==> src/rtl/gen_writer_if.sv <==
// Nibble stream from the source plus the genome-memory write port.
// slave is the writer's view; master is the source/memory view.
interface gen_writer_if;
  logic [3:0] nib_in;
  logic       nib_valid;
  logic       nib_last;
  logic       nib_ready;
  logic [7:0] addr_gen;
  logic [3:0] din_gen;
  logic       we_gen;

  modport slave (
    input  nib_in, nib_valid, nib_last,
    output nib_ready, addr_gen, din_gen, we_gen
  );

  modport master (
    output nib_in, nib_valid, nib_last,
    input  nib_ready, addr_gen, din_gen, we_gen
  );
endinterface

==> src/rtl/gen_writer.sv <==
// Loads a nibble sequence into genome memory, appending two TERM nibbles; writes land 1 cycle
// after the handshake; nib_ready drops outside LOAD and once capacity (DEPTH-2 data nibbles) is hit.
module gen_writer #(
  parameter logic [3:0] TERM  = 4'hF,
  parameter int         DEPTH = 256
) (
  input  logic         clk,
  input  logic         rst,
  input  logic         start,
  gen_writer_if.slave  bus,
  output logic         done_gen,
  output logic [7:0]   wr_count,
  output logic         err_term,
  output logic         overflow
);

  localparam logic [7:0] CAP       = 8'(DEPTH - 2);
  localparam logic [7:0] LAST_ADDR = 8'(DEPTH - 1);

  typedef enum logic [2:0] {IDLE, LOAD, TERM1, TERM2, DONE} state_t;

  state_t     state, state_nxt;
  logic [7:0] ptr, ptr_nxt;
  logic [7:0] addr_q, addr_nxt;
  logic [3:0] din_q, din_nxt;
  logic       we_q, we_nxt;
  logic       done_q, done_nxt;
  logic [7:0] cnt_q, cnt_nxt;
  logic       err_q, err_nxt;
  logic       ovf_q, ovf_nxt;

  assign bus.nib_ready = (state == LOAD) && (cnt_q != CAP);
  assign bus.addr_gen  = addr_q;
  assign bus.din_gen   = din_q;
  assign bus.we_gen    = we_q;
  assign done_gen      = done_q;
  assign wr_count      = cnt_q;
  assign err_term      = err_q;
  assign overflow      = ovf_q;

  always_ff @(posedge clk or negedge rst) begin
    if (!rst) state <= IDLE;
    else      state <= state_nxt;
  end

  always_comb begin
    state_nxt = state;
    ptr_nxt   = ptr;
    addr_nxt  = addr_q;
    din_nxt   = din_q;
    we_nxt    = 1'b0;
    done_nxt  = 1'b0;
    cnt_nxt   = cnt_q;
    err_nxt   = err_q;
    ovf_nxt   = ovf_q;
    case (state)
      IDLE: begin
        if (start) begin
          ptr_nxt   = 8'd0;
          addr_nxt  = 8'd0;
          cnt_nxt   = 8'd0;
          err_nxt   = 1'b0;
          ovf_nxt   = 1'b0;
          state_nxt = LOAD;
        end
      end
      LOAD: begin
        if (cnt_q == CAP) begin
          ovf_nxt   = 1'b1;
          state_nxt = TERM1;
        end else if (bus.nib_valid) begin
          // A TERM-valued data nibble would fake an end marker, so it is dropped
          if (bus.nib_in != TERM) begin
            we_nxt   = 1'b1;
            din_nxt  = bus.nib_in;
            addr_nxt = ptr;
            ptr_nxt  = ptr + 8'd1;
            cnt_nxt  = cnt_q + 8'd1;
          end else begin
            err_nxt = 1'b1;
          end
          if (bus.nib_last) state_nxt = TERM1;
        end
      end
      TERM1, TERM2: begin
        we_nxt   = 1'b1;
        din_nxt  = TERM;
        addr_nxt = ptr;
        // Saturate so the final terminator at the top address never wraps the pointer
        if (ptr != LAST_ADDR) ptr_nxt = ptr + 8'd1;
        done_nxt  = (state == TERM2);
        state_nxt = (state == TERM1) ? TERM2 : DONE;
      end
      DONE:    state_nxt = IDLE;
      default: state_nxt = IDLE;
    endcase
  end

  always_ff @(posedge clk or negedge rst) begin
    if (!rst) begin
      ptr    <= 8'd0;
      addr_q <= 8'd0;
      din_q  <= 4'd0;
      we_q   <= 1'b0;
      done_q <= 1'b0;
      cnt_q  <= 8'd0;
      err_q  <= 1'b0;
      ovf_q  <= 1'b0;
    end else begin
      ptr    <= ptr_nxt;
      addr_q <= addr_nxt;
      din_q  <= din_nxt;
      we_q   <= we_nxt;
      done_q <= done_nxt;
      cnt_q  <= cnt_nxt;
      err_q  <= err_nxt;
      ovf_q  <= ovf_nxt;
    end
  end

endmodule

==> src/flat_wrapper.sv <==
// flat-port wrapper written by rule: the top's interface ports become plain ports
module gen_writer_flat 
#(
  parameter logic [3:0] TERM  = 4'hF,
  parameter int         DEPTH = 256
)
  (clk, rst, start, done_gen, wr_count, err_term, overflow, bus_nib_in, bus_nib_valid, bus_nib_last, bus_nib_ready, bus_addr_gen, bus_din_gen, bus_we_gen);
  gen_writer_if bus_i ();
  input  logic clk;
  input  logic rst;
  input  logic start;
  output logic done_gen;
  output logic [7:0] wr_count;
  output logic err_term;
  output logic overflow;
  input wire logic [$bits(bus_i.nib_in)-1:0] bus_nib_in;
  input wire logic [$bits(bus_i.nib_valid)-1:0] bus_nib_valid;
  input wire logic [$bits(bus_i.nib_last)-1:0] bus_nib_last;
  output wire logic [$bits(bus_i.nib_ready)-1:0] bus_nib_ready;
  output wire logic [$bits(bus_i.addr_gen)-1:0] bus_addr_gen;
  output wire logic [$bits(bus_i.din_gen)-1:0] bus_din_gen;
  output wire logic [$bits(bus_i.we_gen)-1:0] bus_we_gen;
  assign bus_i.nib_in = bus_nib_in;
  assign bus_i.nib_valid = bus_nib_valid;
  assign bus_i.nib_last = bus_nib_last;
  assign bus_nib_ready = bus_i.nib_ready;
  assign bus_addr_gen = bus_i.addr_gen;
  assign bus_din_gen = bus_i.din_gen;
  assign bus_we_gen = bus_i.we_gen;
  gen_writer #(.TERM(TERM), .DEPTH(DEPTH)) u_core (.clk(clk), .rst(rst), .start(start), .bus(bus_i), .done_gen(done_gen), .wr_count(wr_count), .err_term(err_term), .overflow(overflow));
endmodule
==> config.mk <==
export PLATFORM = sky130hd
export DESIGN_NAME = gen_writer_flat
export DESIGN_NICKNAME = d
export VERILOG_FILES = /design/src/rtl/gen_writer_if.sv /design/src/rtl/gen_writer.sv /design/src/flat_wrapper.sv
export SDC_FILE = /design/constraint.sdc
export NUM_CORES = 1
export LEC_CHECK = 0
export CAP_MARGIN = 20
export CORE_MARGIN = 3
export CORE_UTILIZATION = 35
export DETAILED_ROUTE_END_ITERATION = 10
export GPL_ROUTABILITY_DRIVEN = 0
export GPL_TIMING_DRIVEN = 0
export HOLD_SLACK_MARGIN = 0.08
export SLEW_MARGIN = 25
export SYNTH_ARGS = -nofsm -noshare
export SYNTH_HDL_FRONTEND = slang
export SYNTH_SLANG_ARGS = --single-unit
==> constraint.sdc <==
create_clock -name clk -period 2.8 [get_ports clk]
set_input_delay 0.42 -clock clk [delete_from_list [all_inputs] [get_ports clk]]
set_output_delay 0.42 -clock clk [all_outputs]
set_load 0.1 [all_outputs]
==> summary.md <==
The flow ran to the end, and the final reports show no timing, DRC or antenna violations. The Yosys warning count was 0. The logs give 19 for the pin count of the biggest net entering global routing and 0 for the final antenna-violating net count. TritonCTS built the clock tree. The portion of synthesized cell area occupied by the leading cell type is 0.516, and the maximum single-stage delay on the critical path is 0.85 ns. The longest clock path from root to sink contains 2 buffers. In this run the count of I/O pins placed on the die edge is 34.

The worst register-to-register path has a setup slack of 0.84 ns. For the number of levels the H-tree was split into, the log shows 2. Number of failing hold endpoints at the final stage: 0. STA classifies the critical path startpoint as a flop. Across the VDD grid, the largest voltage drop is 0.00101 V. The buffering stage count on the worst path with inverters included was 3; the total of fill cells in the finished design was 416.

The number of nets at the end of the flow is 227, and the transition time at the pin with the least slew margin is 0.981 ns. The net count after synthesis came out at 185. The first global-routing pass estimated 6780 um of wire. The run gives 5720 sq um as the die area.

The tools report the summed negative setup slack over all endpoints as 0 ns. By startpoint and endpoint, the worst setup path is classified as reg2out. The netlist uses 38 different library cells. The flop and latch count out of synthesis is 35, and the global-route usage over all layers is 0.158. The via count of the first global-routing pass was 1465.

Walking the worst path, the cells encountered are inv_1, ha_1, nand3_1, o21ai_1, inv_1, dlygate4sd2_1. Based on the critical path, the design can be clocked at up to 0.384 GHz. Averaged over all synthesized cells, the footprint is 9.81 sq um. Setup repair after global routing left no endpoint under its margin. The layout-stage area growth over the synthesis result came out at 31.0%. The minimum clock period after layout is 2.60 ns. Summing internal, switching and leakage power gives 2.67 mW. The run gives 0 as the setup-violating endpoint count in the final report. The tools report the final worst setup slack as 0.199 ns.

The primary flip-flop cell chosen by synthesis mapping is dfrtp_1. The clock insertion delay at the later pin of the skew report was 0.29 ns. The endpoint identified for the worst register-to-register timing path is u_core.ptr[2]$_DFFE_PN0P_. STA puts the critical path data required time at 2.38 ns.

The antenna diode count was 0. In the post-synthesis netlist, the biggest area contributors are dfrtp_1 52%, a22o_1 4.6%, nand2_1 4.4%. For this block, the via count after detailed routing is 1462. Summed over all layers, the global routing overflow is 0. The number of placed instances, taps included, is 259. The biggest area contributor in the post-synthesis netlist is dfrtp_1. Dividing total power by cell area gives a power density of 1200 nW/um^2. The slowest stage of the critical path belongs to the cell dlygate4sd2_1.

Counting stages on the worst path, the most repeated cell is inv_1. The root cell of the clock tree was clkbuf_8. The number of violations reported at the end of detailed-routing iteration 0 was 149; the number of iterations in the first detailed-routing pass was 4.

The destination of the worst hold path was u_core.bus.addr_gen[4]$_DFFE_PN0P_. Across the run, the number of max-cap violations was 0. The wire length reported by the detailed router is 3950 um. The startpoint identified for the worst register-to-register timing path is u_core.ptr[0]$_DFFE_PN0P_. Broken down by cell family, the worst path's largest delay share belongs to buffers and inverters. For the worst relative slew slack, the log shows 0.344. The share of post-route cells with drive strength above 1 is 0.102, and the count of flip-flops with a built-in enable after synthesis is 0. The starting utilization of the core area came out at 0.377.

Ranked by instance count, the synthesized netlist is headed by 35 x dfrtp_1, 20 x nand2_1, 18 x nor2_1. The fraction of registers with async set or reset after synthesis is 1.00. The path class of the tightest hold or removal check is reg2reg.

Synthesis produced 173 cells. Leaving out filler cells and counting taps, the final layout contains 268. Buffers inserted during clock tree synthesis total 5. The tools report the initial antenna violation count as 0. Port buffering added 33 buffers.

The final worst-path cycle share came out at 0.929. The worst setup skew after layout is 0.00795 ns, and the leakage component of the power is 0.974 nW. In this run the core area contains 24 standard-cell rows. For the worst flop-to-flop path, the logic depth is 6. After synthesis the cells add up to 1700 sq um. The most common cell in the synthesized netlist is dfrtp_1. The die span in x works out to 75.7 um. In this run the vertical extent of the chip is 75.7 um.

The wire-length estimate of the detail-placed layout is 2850 um. The sequential share of the synthesized area is 0.516, and the count of final max-slew check failures is 0. After detailed routing, the number of remaining DRC violations is 0.

The core region is 4500 sq um. At the worst endpoint, the arrival time is 2.18 ns. Final routed wire length divided by cell count: 14.7 um.

At the placement stage, the worst setup path has a slack of 0.248 ns. The worst hold path stage count works out to 1. The launch instance of the worst min-delay path was u_core.bus.addr_gen[4]$_DFFE_PN0P_. For this design, the sink count on the clock tree is 35. The peak fanout along the critical path works out to 6. Average vias per placed instance: 5.46. The clock-pin slew of the registers on the worst-case setup and hold paths came out at 0.07 ns.

STA classifies the critical path endpoint as an output port.
[routing by layer]
metal	vias up	global-route usage	share of wire
met1	697	0.194	0.45
met3	8	0.0435	0.054
met2	47	0.259	0.47
met4	0	0.0699	0.021
met5	-	0	0
li1	710	-	-
[worst register-to-register path, cell delays in order (launching register included)]
cell and delay (ns):
dfrtp_1 0.44, ha_1 0.24, and3_1 0.19, and3_4 0.20, nor4b_4 0.44, or3_4 0.25, o21ai_1 0.08
[placed cells by master, fill, tap and decap left out, types with 2 or more instances in the layout]
master | Yosys | layout
nor2_1 | 18 | 18
buf_2 | 3 | 4
nand2b_1 | 2 | 2
clkdlybuf4s50_1 | 0 | 31
nand3_1 | 11 | 11
and3_1 | 2 | 2
inv_1 | 6 | 6
nand4_1 | 2 | 2
o31ai_1 | 4 | 4
o21ai_1 | 5 | 5
a21oi_1 | 8 | 8
or3_1 | 2 | 2
dfrtp_1 | 35 | 35
a31oi_1 | 2 | 2
buf_4 | 3 | 3
o41ai_1 | 3 | 3
o21ai_0 | 15 | 15
nand2_1 | 20 | 20
a22o_1 | 9 | 9
nor3_1 | 2 | 2
clkbuf_8 | 0 | 7
ha_1 | 3 | 3
[sequential cells by signal (all words and copies together) (netlist names)]
name and cells:
u_core.bus.addr_gen 8, u_core.ptr 8, u_core.wr_count 8, u_core.bus.din_gen 4, u_core.state 3, u_core.bus.we_gen 1
u_core.done_gen 1, u_core.err_term 1, u_core.overflow 1
[cells by family after synthesis]
| logic type | after synthesis | share of synthesized area |
|---|---|---|
| flip-flops | 35 | 0.516 |
| AND/OR/NAND/NOR | 68 | 0.211 |
| adder cells (fa/ha/maj) | 3 | 0.0221 |
| multiplexers | 1 | 0.00590 |
| XOR/XNOR | 1 | 0.00516 |
| AO/OA/AOI/OAI | 53 | 0.205 |
| buffers and inverters | 12 | 0.0354 |
[area by class of cell]
class                      count  area (sq um)  share of cell area
sequential                    35           876               0.394
multi-input combinational    126           762               0.343
clock buffer                   8           100              0.0450
buffer                         6          37.5              0.0169
inverter                       6          22.5              0.0101
tap                           52          65.1              0.0292
timing repair buffer          35           362               0.163
[power breakdown]
part	internal [mW]	switching [mW]	leakage [nW]
sequential	0.625	0.0949	0.464
clock	0.224	0.180	0.0515
combinational	0.396	1.15	0.458
total	1.25	1.42	0.974
[how the worst max path moves through the flow]
| stage | endpoint | startpoint | depth (start not counted) |
|---|---|---|---|
| 5_1_grt | bus_nib_ready | u_core.state[2]$_DFFE_PN0P_ | 5 |
| 6_report | bus_nib_ready | u_core.wr_count[0]$_DFFE_PN0P_ | 6 |
| 2_1_floorplan | bus_nib_ready | u_core.wr_count[0]$_DFFE_PN0P_ | 5 |
| 3_3_place_gp | bus_nib_ready | u_core.state[1]$_DFFE_PN0P_ | 5 |
| 3_5_place_dp | bus_nib_ready | u_core.wr_count[0]$_DFFE_PN0P_ | 6 |
| 4_1_cts | bus_nib_ready | u_core.wr_count[0]$_DFFE_PN0P_ | 6 |
[repair_timing]
item,4_1_cts,5_1_grt
endpoints found under the setup margin,1,0
setup buffers,0,0
resized for setup,1,0
hold endpoints to repair,5,0
hold buffers,1,0
[per-stage QoR]
| step | area [sq um] | utilization | hold WS (ns) |
|---|---|---|---|
| final | 2220 | 0.494 | 0.495 |
| after global routing | 2220 | 0.494 | 0.516 |
| after CTS | 2220 | 0.494 | 0.504 |
| after detailed placement | 2120 | 0.470 | 0.387 |
| after global placement | 2090 | 0.465 | 0.481 |
| after floorplan | 1700 | - | 0.124 |
Power figures use the tool's default switching activity.
==> variant 1: new RTL, same settings <==
Reset style: synchronous (`rst`), changed in 2 clocked blocks.
--- a/src/rtl/gen_writer.sv
+++ b/src/rtl/gen_writer.sv
@@ -40,3 +40,3 @@
 
-  always_ff @(posedge clk or negedge rst) begin
+  always_ff @(posedge clk) begin
     if (!rst) state <= IDLE;
@@ -98,3 +98,3 @@
 
-  always_ff @(posedge clk or negedge rst) begin
+  always_ff @(posedge clk) begin
     if (!rst) begin
Check against the original RTL: differs if rst is asserted again (counterexample within 4 cycles, from zero or initial values and one cycle with rst low); with rst held inactive, the same outputs for 10 cycles.
==> variant 1 against the original RTL <==
Sequential cell count stayed put. Sequential share of layout area is 5.9 points lower. Design area is 5.8% lower. Count of clock-buffer cells in the layout is 1 lower. First-iteration DRC count is 50% lower. Worst setup slack better by 0.23 ns. Wire length is 3.8% lower. Fmax is 9.7% higher. Synthesized area is 3.8% lower.
Power is not compared: it rests on default switching activity, and its combinational part moved more than twofold at a synthesized area within 25%.
==> variant 1: results (changes against the original RTL) <==
outcome finished clean; Root Driver clkbuf_8; DP HPWL 2.74 mm (-3.7%); Syn Inst Count 192 (+11%); vias in the first global route 1333 (-9.0%); Syn Nets 204 (+10%); layout cells sized above 1 8.62% (-1.6 points); 1st-iter DRT viols 74 (-50%); dpl ws 0.0706 ns (-0.177 ns); initial antenna violation count 0 (unchanged); Multi-input gate area 860 sq um (+13%); placed insts 276 (+6.6%); slowest CP cell clkbuf_2; CP Max Fanout 9 (+3); WP data arrival 1.95 ns (-0.23 ns); Synth top cells by count dfxtp_1 (35), a21oi_1 (24), nand2_1 (24); r2r startpoint u_core.wr_count[0]; asr flop ratio synth 0% (-100 points); DR WL/cell 13.4 um (-9.2%); Ys Warns 0 (unchanged); placed cell areas 2020 sq um (-4.6%); Hold Startpoint u_core.overflow; Area contributors post-synth dfxtp_1 (43%), a21oi_1 (7.4%), nand2_1 (5.5%); PortBufs 32 (-3.0%); routed via count 1496 (+2.3%); Crit path largest cell delay 0.50 ns (-0.35 ns); GRT Overall Usage 14.3% (-1.5 points); clk_skew 0.00700 ns (-0.000947 ns); Cell variety after synth 43 (+13%); largest net degree at the start of global routing 11 (-8); nets 243 (+7.0%); first-pass GRT wire length 6.11 mm (-9.9%); critical path launch point u_core.state[0]; FILL cells 432 (+3.8%)
[variant 1: changes by cell type after synthesis, moves of 3 or more]
| cell | change |
|---|---|
| mux2i_1 | +5 |
| a22o_1 | -9 |
| o31ai_1 | -4 |
| nand2_1 | +4 |
| a21oi_1 | +16 |
| clkbuf_1 | +4 |
| o21ai_1 | -4 |
| nor3_1 | +3 |
| dfxtp_1 | +35 |
| a31oi_1 | +5 |
| o21ai_0 | -9 |
| dfrtp_1 | -35 |
| nand3_1 | -3 |
[variant 1: routing by layer]
layer / wire length (um) / up-vias / GRT usage [%]
met5: 0 / - / 0
met3: 184 / 5 / 4.86
met1: 1810 / 685 / 17.6
li1: - / 772 / -
met2: 1760 / 34 / 23.9
met4: 39 / 0 / 4.15
[variant 1: power breakdown]
part           leakage [uW]  internal, uW  switching [uW]
Combinational      0.000461          84.0             235
Clock             0.0000422           174             173
Sequential         0.000285           525            17.3
[variant 1: final timing paths]
path,slack (ns),depth (start not counted),to
max reg2reg,0.65,7,u_core.ptr[5]
min reg2reg,0.48,2,u_core.overflow
min,0.48,2,u_core.overflow
max,0.43,5,bus_nib_ready
[variant 1: logic make-up (layout without fill, tap and decap cells)]
group	count (synthesis)	count (layout)	synth area share (%)
AND/OR/NAND/NOR	78	78	23.8
multiplexers	6	6	3.68
adder cells (fa/ha/maj)	3	3	2.30
XOR/XNOR	1	1	0.536
flip-flops	35	35	42.9
buffers and inverters	14	54	4.44
AO/OA/AOI/OAI	55	55	22.3
[variant 1: layout make-up]
class                           count  share of cell area, %
Inverter                            6                   1.07
Clock inverter                      1                  0.239
Buffer                              8                   2.39
Clock buffer                        7                   3.64
Sequential cell                    35                   33.5
Tap cell                           52                   3.10
Multi-Input combinational cell    143                   41.0
Timing Repair Buffer               32                   15.0
==> variant 2: new RTL, same settings <==
Without the edit above. `TERM` is set to 4'hF in 2 places; all go to 4'hE.
--- a/src/rtl/gen_writer.sv
+++ b/src/rtl/gen_writer.sv
@@ -3,3 +3,3 @@
 module gen_writer #(
-  parameter logic [3:0] TERM  = 4'hF,
+  parameter logic [3:0] TERM  = 4'hE,
   parameter int         DEPTH = 256
--- a/src/flat_wrapper.sv
+++ b/src/flat_wrapper.sv
@@ -3,3 +3,3 @@
 #(
-  parameter logic [3:0] TERM  = 4'hF,
+  parameter logic [3:0] TERM  = 4'hE,
   parameter int         DEPTH = 256
Behaviour: not the same (Yosys sat finds a counterexample within 4 cycles, from zero or initial values and one cycle with rst low).
==> variant 2 against the original RTL <==
Design area down 0.67%. Via count is 0.75% lower. Sequential share of layout area rose by 0.27 points. Worst setup slack got worse by 0.057 ns. Wire length fell by 0.43%. Power decreased by 0.87%. Critical path depth down 2. Sequential cell count is the same. Fmax fell by 2.1%. Non-clock buffer count decreased by 3. Die area is the same. Synthesized area unchanged. Combinational power hardly changed. Critical path type unchanged. Largest cell class unchanged.
==> variant 2: results (changes against the original RTL) <==
outcome finished clean; GRT Overall Usage 15.0% (-0.77 points); Syn Nets 183 (-1.1%); first-pass GRT wire length 6.42 mm (-5.4%); Seq/Total Area, Yosys 51.6% (unchanged); reg2reg path depth 6 (unchanged); Crit path largest cell delay 0.85 ns (about the same); Synth Area in Compound Gates 21.4% (+0.88 points); switching part of the total 55.0% (+1.7 points); slowest CP cell dlygate4sd2_1; CP Max Fanout 8 (+2); vias in the first global route 1294 (-12%); Synth top cells by count dfrtp_1 (35), nand2_1 (25), o21ai_1 (15); asr flop ratio synth 100% (unchanged); 1st-iter DRT viols 85 (-43%); Initial DRT Pass Iterations 6 (+2); H-tree depth 2 (unchanged); largest net degree at the start of global routing 19 (unchanged); WP data arrival 2.24 ns (+0.06 ns); Worst-path clk slew 0.07 ns (about the same); nets 225 (-0.88%); Post-Synth XOR/XNOR Area 0.516% (unchanged); PortBufs 33 (unchanged); mux contribution to synthesized area 0.590% (unchanged); Area contributors post-synth dfrtp_1 (52%), nand2_1 (5.5%), o21ai_1 (4.4%); Ys Warns 0 (unchanged); main combinational cell family by area after synthesis simple AND/OR/NAND/NOR gates; Slew @ Worst Pin 0.971 ns (-0.00908 ns); routed via count 1451 (-0.75%); CTS Buf Count 5 (unchanged); drt total wl 3.93 mm (-0.43%); Max VDD drop 0.772 mV (-23%); DP HPWL 2.79 mm (-2.1%); Longest Clk Path Bufs 2 (unchanged); leakage 0.000946 uW (-2.9%); layout cells sized above 1 11.7% (+1.5 points); Post-Synth Adder-Cell Area 2.21% (unchanged); Cell variety after synth 41 (+7.9%); hold path depth 1 (unchanged); Root Driver clkbuf_8; clk_skew 0.00707 ns (-0.000876 ns)
## variant 2: through the flow
stage | std cells | worst slack [ns] | cell area (sq um) | power [uW]
global placement | 256 | 0.183 | 2090 | 2280
detailed placement | 257 | 0.150 | 2120 | 2300
finish | 266 | 0.143 | 2210 | 2640
CTS | 266 | 0.116 | 2210 | 2670
floorplan | 171 | 0.240 | 1700 | 1930
global route | 266 | 0.0402 | 2210 | 2800
## variant 2: path summary, 6_finish.rpt
kind | end | slack [ns] | from
min reg2reg | u_core.bus.addr_gen[6] | 0.50 | u_core.bus.addr_gen[6]
max in group asynchronous | u_core.overflow | 1.74 | rst
min | u_core.bus.addr_gen[6] | 0.50 | u_core.bus.addr_gen[6]
max | bus_nib_ready | 0.14 | u_core.state[1]
min in group asynchronous | u_core.ptr[0] | 0.62 | rst
max reg2reg | u_core.ptr[2] | 0.91 | u_core.ptr[0]
## variant 2: cell families after synthesis
kind of cell    after synthesis
buf+inv                       8
mux                           1
flops                        35
xor+xnor                      1
simple gates                 71
compound gates               52
fa+ha+maj                     3
## variant 2: worst reg2reg max path, stage by stage, from the launching register on
cell	delay [ns]
dfrtp_1	0.45
ha_1	0.25
nand3_1	0.15
or4_4	0.57
o211a_2	0.17
nand2_2	0.11
o21ai_1	0.08
## variant 2: cell type report
class                           instances  area, sq um
Tap cell                               52         65.1
Timing Repair Buffer                   35          362
Clock buffer                            6         72.6
Inverter                                5         18.8
Multi-Input combinational cell        128          786
Clock inverter                          2         12.5
Buffer                                  3         17.5
Sequential cell                        35          876
Fill cell                             424         2290
## variant 2: layer usage
layer | part of all wire (%) | track usage (%)
met5 | 0 | 0
met4 | 1.2 | 6.41
met3 | 5.4 | 4.35
met2 | 43 | 21.1
met1 | 50 | 21.6
## variant 2: power groups by stage
stage / Clock [uW] / Sequential (uW) / Combinational (uW)
after detailed placement: 0 / 751 / 1550
after CTS: 369 / 744 / 1550
after global routing: 388 / 764 / 1650
after floorplan: 0 / 1290 / 634
final: 357 / 745 / 1540
after global placement: 0 / 747 / 1530
## variant 2: repair_timing
action	CTS	global route
hold buffers	1	0
gates resized for setup	1	0
setup endpoints to repair	1	0
endpoints found under the hold margin	5	0
